`src/rtl/psum_quant.sv`:
```
// Partial-sum accumulator and int8 requantizer for the conv MAC array.
// Two pipeline stages follow the accumulator: a sum register, then round/relu/saturate.
module psum_quant #(
    parameter int IN_W  = 21,
    parameter int SUM_W = 26
) (
    input  logic            clk,
    input  logic            rst,
    input  logic            vld_i,
    input  logic [IN_W-1:0] acc_i,
    input  logic [3:0]      cfg_grp,
    input  logic [3:0]      cfg_shift,
    input  logic            cfg_relu,
    input  logic [15:0]     bias_i,
    output logic [7:0]      dout,
    output logic            vld_o,
    output logic            sat_o,
    output logic            busy
);

    localparam logic signed [SUM_W:0] MAX_V = 127;
    localparam logic signed [SUM_W:0] MIN_V = -128;

    logic [3:0] cnt_q, cnt_d;
    logic [3:0] grp_q, grp_d;
    logic [3:0] shift_q, shift_d;
    logic       relu_q, relu_d;
    logic signed [SUM_W-1:0] sum_q, sum_d;

    logic                    s1_vld_q, s1_vld_d;
    logic signed [SUM_W-1:0] s1_sum_q, s1_sum_d;
    logic [3:0]              s1_shift_q, s1_shift_d;
    logic                    s1_relu_q, s1_relu_d;

    logic [7:0] dout_q, dout_d;
    logic       sat_q, sat_d;
    logic       vld_o_q, vld_o_d;

    logic                    first, last;
    logic [3:0]              grp_cfg, grp_cur, shift_cur;
    logic                    relu_cur;
    logic signed [SUM_W-1:0] acc_ext, bias_ext, sum_nxt;
    logic signed [SUM_W:0]   half, rnd, r;

    // Config is taken live on the first beat and from the held copy afterwards.
    always_comb begin
        first     = (cnt_q == 4'd0);
        grp_cfg   = (cfg_grp == 4'd0) ? 4'd1 : cfg_grp;
        grp_cur   = first ? grp_cfg : grp_q;
        shift_cur = first ? cfg_shift : shift_q;
        relu_cur  = first ? cfg_relu : relu_q;
        acc_ext   = {{(SUM_W-IN_W){acc_i[IN_W-1]}}, acc_i};
        bias_ext  = {{(SUM_W-16){bias_i[15]}}, bias_i};
        sum_nxt   = first ? (acc_ext + bias_ext) : (sum_q + acc_ext);
        last      = (cnt_q == grp_cur - 4'd1);

        cnt_d      = cnt_q;
        grp_d      = grp_q;
        shift_d    = shift_q;
        relu_d     = relu_q;
        sum_d      = sum_q;
        s1_vld_d   = 1'b0;
        s1_sum_d   = s1_sum_q;
        s1_shift_d = s1_shift_q;
        s1_relu_d  = s1_relu_q;

        if (vld_i) begin
            sum_d = sum_nxt;
            cnt_d = last ? 4'd0 : cnt_q + 4'd1;
            if (first) begin
                grp_d   = grp_cfg;
                shift_d = cfg_shift;
                relu_d  = cfg_relu;
            end
            if (last) begin
                s1_vld_d   = 1'b1;
                s1_sum_d   = sum_nxt;
                s1_shift_d = shift_cur;
                s1_relu_d  = relu_cur;
            end
        end
    end

    // Round half up, then relu, then clip to int8.
    always_comb begin
        half = '0;
        if (s1_shift_q != 4'd0) begin
            half = (SUM_W+1)'(1) << (s1_shift_q - 4'd1);
        end
        rnd = {s1_sum_q[SUM_W-1], s1_sum_q} + half;
        r   = rnd >>> s1_shift_q;

        vld_o_d = s1_vld_q;
        dout_d  = dout_q;
        sat_d   = sat_q;
        if (s1_vld_q) begin
            if (s1_relu_q && (r < 0)) begin
                dout_d = 8'd0;
                sat_d  = 1'b0;
            end else if (r > MAX_V) begin
                dout_d = 8'd127;
                sat_d  = 1'b1;
            end else if (r < MIN_V) begin
                dout_d = 8'h80;
                sat_d  = 1'b1;
            end else begin
                dout_d = r[7:0];
                sat_d  = 1'b0;
            end
        end
    end

    always_ff @(posedge clk) begin
        if (rst) begin
            cnt_q      <= '0;
            grp_q      <= '0;
            shift_q    <= '0;
            relu_q     <= 1'b0;
            sum_q      <= '0;
            s1_vld_q   <= 1'b0;
            s1_sum_q   <= '0;
            s1_shift_q <= '0;
            s1_relu_q  <= 1'b0;
            dout_q     <= '0;
            sat_q      <= 1'b0;
            vld_o_q    <= 1'b0;
        end else begin
            cnt_q      <= cnt_d;
            grp_q      <= grp_d;
            shift_q    <= shift_d;
            relu_q     <= relu_d;
            sum_q      <= sum_d;
            s1_vld_q   <= s1_vld_d;
            s1_sum_q   <= s1_sum_d;
            s1_shift_q <= s1_shift_d;
            s1_relu_q  <= s1_relu_d;
            dout_q     <= dout_d;
            sat_q      <= sat_d;
            vld_o_q    <= vld_o_d;
        end
    end

    assign dout  = dout_q;
    assign sat_o = sat_q;
    assign vld_o = vld_o_q;
    assign busy  = (cnt_q != 4'd0);

endmodule

```
`config.mk`:
```
export PLATFORM = sky130hd
export DESIGN_NAME = psum_quant
export DESIGN_NICKNAME = d
export VERILOG_FILES = /design/src/rtl/psum_quant.sv
export SDC_FILE = /design/constraint.sdc
export NUM_CORES = 1
export LEC_CHECK = 0
export ABC_AREA = 1
export CORE_ASPECT_RATIO = 1.4
export CORE_MARGIN = 3
export CORE_UTILIZATION = 40
export DETAILED_ROUTE_END_ITERATION = 8
export DONT_BUFFER_PORTS = 1
export SLEW_MARGIN = 0
export SYNTH_ARGS = -nofsm -noshare
export SYNTH_HDL_FRONTEND = slang
export SYNTH_SLANG_ARGS = --single-unit
```
`constraint.sdc`:
```
create_clock -name clk -period 10.85 [get_ports clk]
set_input_delay 0.5425 -clock clk [delete_from_list [all_inputs] [get_ports clk]]
set_output_delay 0.5425 -clock clk [all_outputs]
set_load 0.005 [all_outputs]
```
==> results of run 1 <==
==> state kept, by name, summed over array words and instances (netlist names) <==
| signal | cells |
|---|---|
| sum_q | 26 |
| sat_o | 1 |
| s1_shift_q | 4 |
| s1_vld_q | 1 |
| grp_q | 4 |
| s1_sum_q | 26 |
| relu_q | 1 |
| s1_relu_q | 1 |
| dout | 8 |
| cnt_q | 4 |
| vld_o | 1 |
| shift_q | 4 |
==> power by group through the flow <==
stage / sequential (uW) / combinational, uW / clock [uW]
finish: 347 / 491 / 343
global route: 350 / 563 / 364
CTS: 346 / 491 / 353
detailed placement: 352 / 488 / 0
global placement: 352 / 487 / 0
floorplan: 346 / 381 / 0
==> layout make-up <==
type / instances / share of cell area
inverter: 205 / 0.0814
clock buffer: 12 / 0.0261
multi-input combinational: 1191 / 0.668
tap: 292 / 0.0386
sequential: 81 / 0.172
clock inverter: 4 / 0.00807
timing repair buffer: 8 / 0.00635
==> through the flow <==
step	power, uW	setup slack [ps]
after floorplan	727	7290
after global placement	839	6000
after detailed placement	841	6070
after CTS	1190	6060
after global routing	1280	5600
final	1180	6010
==> metal layers <==
layer	up-vias	wire, um
met5	-	0
met4	0	1180
met3	67	1340
met2	263	14300
met1	4343	11600
li1	4995	-
==> worst min path at each step <==
stage                             from      endpoint  slack [ps]
after floorplan           s1_sum_q[10]  s1_sum_q[10]         430
after global placement     s1_sum_q[5]   s1_sum_q[5]         450
after detailed placement   s1_sum_q[6]   s1_sum_q[6]         460
after CTS                          rst       dout[5]         240
after global routing               rst       dout[5]         240
final                              rst       dout[6]         250
==> cells by family (layout without fill, tap and decap cells) <==
group,after synthesis,in the layout,share of synthesized area
other,1,1,0.000422
XOR/XNOR,30,30,0.0296
AO/OA/AOI/OAI,266,266,0.176
multiplexers,7,7,0.00788
AND/OR/NAND/NOR,819,819,0.399
adder cells (fa/ha/maj),68,68,0.0982
buffers and inverters,251,229,0.107
flip-flops,81,81,0.182
==> placed cells by master (no fill, tap or decap), types with 7 or more instances in the layout <==
cell and instances:
a21oi_1 82, a21oi_2 8, buf_4 8, clkbuf_16 9
dfxtp_1 81, ha_1 65, inv_1 194, inv_2 8
mux2i_1 7, nand2_1 450, nand2_2 8, nand3_1 188
nand3_2 12, nand4_1 18, nor2_1 109, nor2_2 7
nor3_1 11, o211ai_1 32, o21ai_0 79, o21ai_1 15
o22ai_1 13, xnor2_1 11, xor2_1 19
==> metrics, run 1 <==
Post-synth EDFFs=0; fin cells=1,793; final core occ=0.439; Max VDD drop=0.0000797 V; critical path cell sequence=buf_4 > inv_1 > nor2_1 > clkinv_1 > nor2_1 > ha_1 > nand2_1 > nand2_1 > nor2_1 > nor2_2 > a21oi_1 > nand3_1 > nand3_1 > nand3_1 > nand3_1 > nand3_2 > nand2_1 > nand3_1 > nor2_1 > nand3_1 > nand2_2 > nand2_1 > nand2_1 > a21oi_2; Fmax=207 MHz; Hold WC Path Type=in -> reg; post-synthesis cell type count=49; vias per cell=roughly 5.4; Core ar.=around 0.022 mm2; Tcrit/Tclk final=0.446; vias in the first global route=9,295; slowest stage delay, CP=~510 ps; Comb pwr share=0.416; most frequent cell after synthesis=nand2_1; final net count=1,613; CTS Buffer Depth=2; r2r worst-path depth=24; post-route cell area=0.00945 mm2; GR Util met2=0.435; setup bufs post-CTS=0; Cell Area, Synth=0.00889 mm2; Syn Inst Count=1,523; DRC Markers=0; Overflow after GRT=0; leakage power=about 0.0048 uW; Die W=~130 um; effective utilization at floorplan=0.413; die height=182 um; met1 Use GR=0.266; drt total wl=28,500 um; RSZ-0062 raised after global routing=no; synth cell count leaders=450 x nand2_1, 194 x inv_1, 188 x nand3_1, 109 x nor2_1, 82 x a21oi_1; WHS=251 ps; sequential share of power=0.294; worst-path fanout max=29; crit path DAT=5090 ps; n_diodes=0; gpl congestion=0.958; Clk Latency, worst-skew pair=350 ps; CP max stage cell=inv_1; Fillers=around 2,400; Clk network pwr share=0.291; crit path launch=s1_shift_q[2]; min cycle time layout=between 4000 and 5000 ps; via count=approximately 9,700; cts bufs inserted=9; placed cell areas=0.00913 mm2; WP data required=11,100 ps; Slew Limit Fails=0; top cell type's share of synthesized area=0.190; GR Layer Usage met3=0.0323; I/O Pins=60; Setup crit end kind=flip-flop; drt pass-1 iters=6; Setup crit start kind=flip-flop; CTS tree=done; Syn Area/Cell=5.84 um2; row count=63; share of post-route cells with drive strength above 1=0.0466; Synth-to-Final Area Change=6.35%; busiest grt layer=met2; Sw Ratio=0.403; Root Driver=clkbuf_16; Clock transition at path regs=70 ps; Psw=476 uW; max_cap viols=0; Slew HR=0.337; multi-input logic area=roughly 0.0063 mm2; routed length per placed instance=15.9 um; first-pass GRT wire length=~46,000 um; placed cell count=1,777; largest cells by area after synthesis=nand2_1 19%, dfxtp_1 18%, nand3_1 11%; hold_buf cts=0; stages on the worst setup path=24; RR Endpoint=dout[3]; GRT Util Overall=0.235; area leader, netlist=nand2_1; syn_nets=1,640; number of I/O port buffers=0; Final TNS setup=0 ps; Post-CTS Resized=0; Top Family by Delay on Critical Path=simple AND/OR/NAND/NOR gates; Main synth FF type=dfxtp_1; Die ar.=around 0.024 mm2; clock net sink count=81; r2r setup slk=6010 ps; Final Hold Fails=0; synth warn=0; Yosys reg bits=about 80; First DRT Iteration DRCs=635; status=finished clean; worst setup path end=dout[3]; ys async rst share=0; register area=between 0.0015 and 0.002 mm2; CP Class=reg -> reg; r2r startpoint=s1_shift_q[2]; Seq/Total Area, Yosys=0.182; Setup-failing EPs final=0; Setup Skew=10.1 ps; P per Cell Area=125 mW/mm2; largest net degree at the start of global routing=71; worst path bufs/invs=3; antenna violations before repair=0; Slew @ Worst Pin=994 ps; most used cell, CP=nand3_1; Clock H-tree levels=3; Int Pwr=around 700 uW; hold path depth=1; Antenna Violating Nets Remaining=0; post-DP HPWL=22,800 um
No activity file was read; power rests on OpenSTA's default activity.
==> run 2: changes to the inputs <==
Clock period 10.85 ns to 4.3 ns, I/O delays scaled along.
==> metrics, run 2 (same netlist as run 1, synthesis figures left out) <==
First DRT Iteration DRCs=549 (was 635); status=finished clean (unchanged); Fillers=2,406 (was 2,401); CTS Buffer Depth=2 (unchanged); CP Class=reg -> reg (unchanged); leakage power=0.00490 uW (was 0.00485 uW); Slew Limit Fails=0 (unchanged); antenna violations before repair=0 (unchanged); Final TNS setup=0 ps (unchanged); cts bufs inserted=9 (unchanged); CTS tree=done (unchanged); clock net sink count=81 (unchanged); share of post-route cells with drive strength above 1=0.0601 (was 0.0466); largest net degree at the start of global routing=71 (unchanged); worst hold start=vld_i (was rst); Tcrit/Tclk final=0.890 (was 0.446); Clock transition at path regs=80 ps (was 70 ps); Setup crit start kind=flip-flop (unchanged); Setup-failing EPs final=0 (unchanged); routed length per placed instance=15.6 um (was 15.9 um); Setup Skew=16.6 ps (was 10.1 ps); first-pass GRT wire length=46,100 um (was 46,000 um); GRT Util Overall=0.234 (was 0.235); gpl congestion=0.967 (was 0.958); fin cells=1,806 (was 1,793); DRC Markers=0 (unchanged); Clock H-tree levels=3 (unchanged); drt total wl=28,300 um (was 28,500 um); worst-path fanout max=8 (was 29); Clk Latency, worst-skew pair=360 ps (was 350 ps); Setup crit end kind=flip-flop (unchanged); P per Cell Area=306 mW/mm2 (was 125 mW/mm2); Hold WC Path Type=in -> reg (unchanged); die height=182 um (unchanged); min cycle time layout=3830 ps (was 4840 ps); commonest non-fill, non-tap cell in the layout=nand2_1 (unchanged); I/O Pins=60 (unchanged); Fmax=261 MHz (was 207 MHz); final net count=1,626 (was 1,613); n_diodes=0 (unchanged); post-route cell area=0.00956 mm2 (was 0.00945 mm2); Die W=132 um (unchanged); most frequent cells in the layout=450 x nand2_1, 194 x inv_1, 188 x nand3_1, 107 x nor2_1, 82 x a21oi_1 (was 450 x nand2_1, 194 x inv_1, 188 x nand3_1, 109 x nor2_1, 82 x a21oi_1); placed cell count=1,788 (was 1,777); Slew HR=0.438 (was 0.337); number of I/O port buffers=0 (unchanged); Synth-to-Final Area Change=7.56% (was 6.35%); Antenna Violating Nets Remaining=0 (unchanged); r2r startpoint=s1_shift_q[0] (was s1_shift_q[2]); Slew @ Worst Pin=841 ps (was 994 ps); r2r setup slk=470 ps (was 6010 ps); Root Driver=clkbuf_16 (unchanged); row count=63 (unchanged); crit path DAT=4040 ps (was 5090 ps); Max VDD drop=0.000187 V (was 0.0000797 V); vias in the first global route=9,313 (was 9,295); RSZ-0062 raised after global routing=no (unchanged); WP data required=4510 ps (was 11,100 ps); max_cap viols=0 (unchanged); setup bufs post-CTS=0 (unchanged); drt pass-1 iters=5 (was 6); via count=9,602 (was 9,668); vias per cell=5.32 (was 5.39); Final Hold Fails=0 (unchanged); placed cell areas=0.00921 mm2 (was 0.00913 mm2); Core ar.=0.0215 mm2 (unchanged); Overflow after GRT=0 (unchanged); crit path launch=s1_shift_q[0] (was s1_shift_q[2]); effective utilization at floorplan=0.413 (unchanged); Tot Pwr=2930 uW (was 1180 uW); Die ar.=0.0241 mm2 (unchanged); post-DP HPWL=23,200 um (was 22,800 um)
-- run 2: cell types whose count changed in the layout (fill, tap and decap cells not counted), moves of 3 or more --
cell | previous run | this run
dfxtp_1 | 81 | 78
inv_6 | 0 | 3
inv_8 | 0 | 3
buf_4 | 8 | 18
dfxtp_2 | 0 | 3
-- run 2: what timing repair did --
item                                    CTS  global route
endpoints found under the setup margin    0             8
hold buffers                              2             0
endpoints found under the hold margin    13             0
resized for setup                         0            11
-- run 2: path summary, 6_finish.rpt --
check                  to  cells past startpoint
max               dout[3]                     27
max reg2reg       dout[3]                     27
min             sum_q[10]                      2
min reg2reg  s1_sum_q[14]                      2
-- run 2: worst max-delay path, stage by stage, from the launching register on --
cell	delay (ps)
dfxtp_2	390
inv_1	140
nor2_1	140
inv_1	140
nor2_1	120
ha_2	230
inv_1	60
fa_1	450
nor2_2	160
o21ai_1	80
nand2_2	130
nand2_1	80
nand2_1	100
nand3_1	110
nand3_1	120
nand3_1	150
nand2_1	120
nand2_1	70
nand3_1	130
nand2_1	100
nor2_1	110
nand2_1	60
nor2_1	80
nand3_1	80
nand2_2	150
nand2_1	70
nand2_1	70
a21oi_2	50
-- run 2: layout make-up --
cell class | count | area, um2 | share of cell area
Multi-Input combinational cell | 1191 | 6330 | 0.662
Timing Repair Buffer | 21 | 175 | 0.0183
Inverter | 205 | 773 | 0.0809
Sequential cell | 81 | 1630 | 0.170
Tap cell | 292 | 365 | 0.0382
Clock inverter | 7 | 67.6 | 0.00707
Clock buffer | 9 | 225 | 0.0236
-- run 2: routing by layer --
metal / up-vias / routed length (um) / track usage
met2: 197 / 14400 / 0.435
met3: 63 / 1020 / 0.0323
met4: 0 / 1220 / 0.108
met5: - / 0 / 0
met1: 4334 / 11600 / 0.262
li1: 5008 / - / -
-- run 2: report_power, final --
part / total (uW) / switching, uW / internal [uW]
registers: 879 / 58.1 / 821
logic: 1260 / 811 / 446
clock network: 792 / 382 / 411
total: 2930 / 1250 / 1680
-- run 2: through the flow --
step,utilization,hold slack (ps),setup slack [ps]
after global routing,0.444,15.1,19.8
after detailed placement,0.428,294,385
final,0.444,11.6,471
after global placement,0.428,294,360
after CTS,0.443,11.1,325
after floorplan,-,420,739
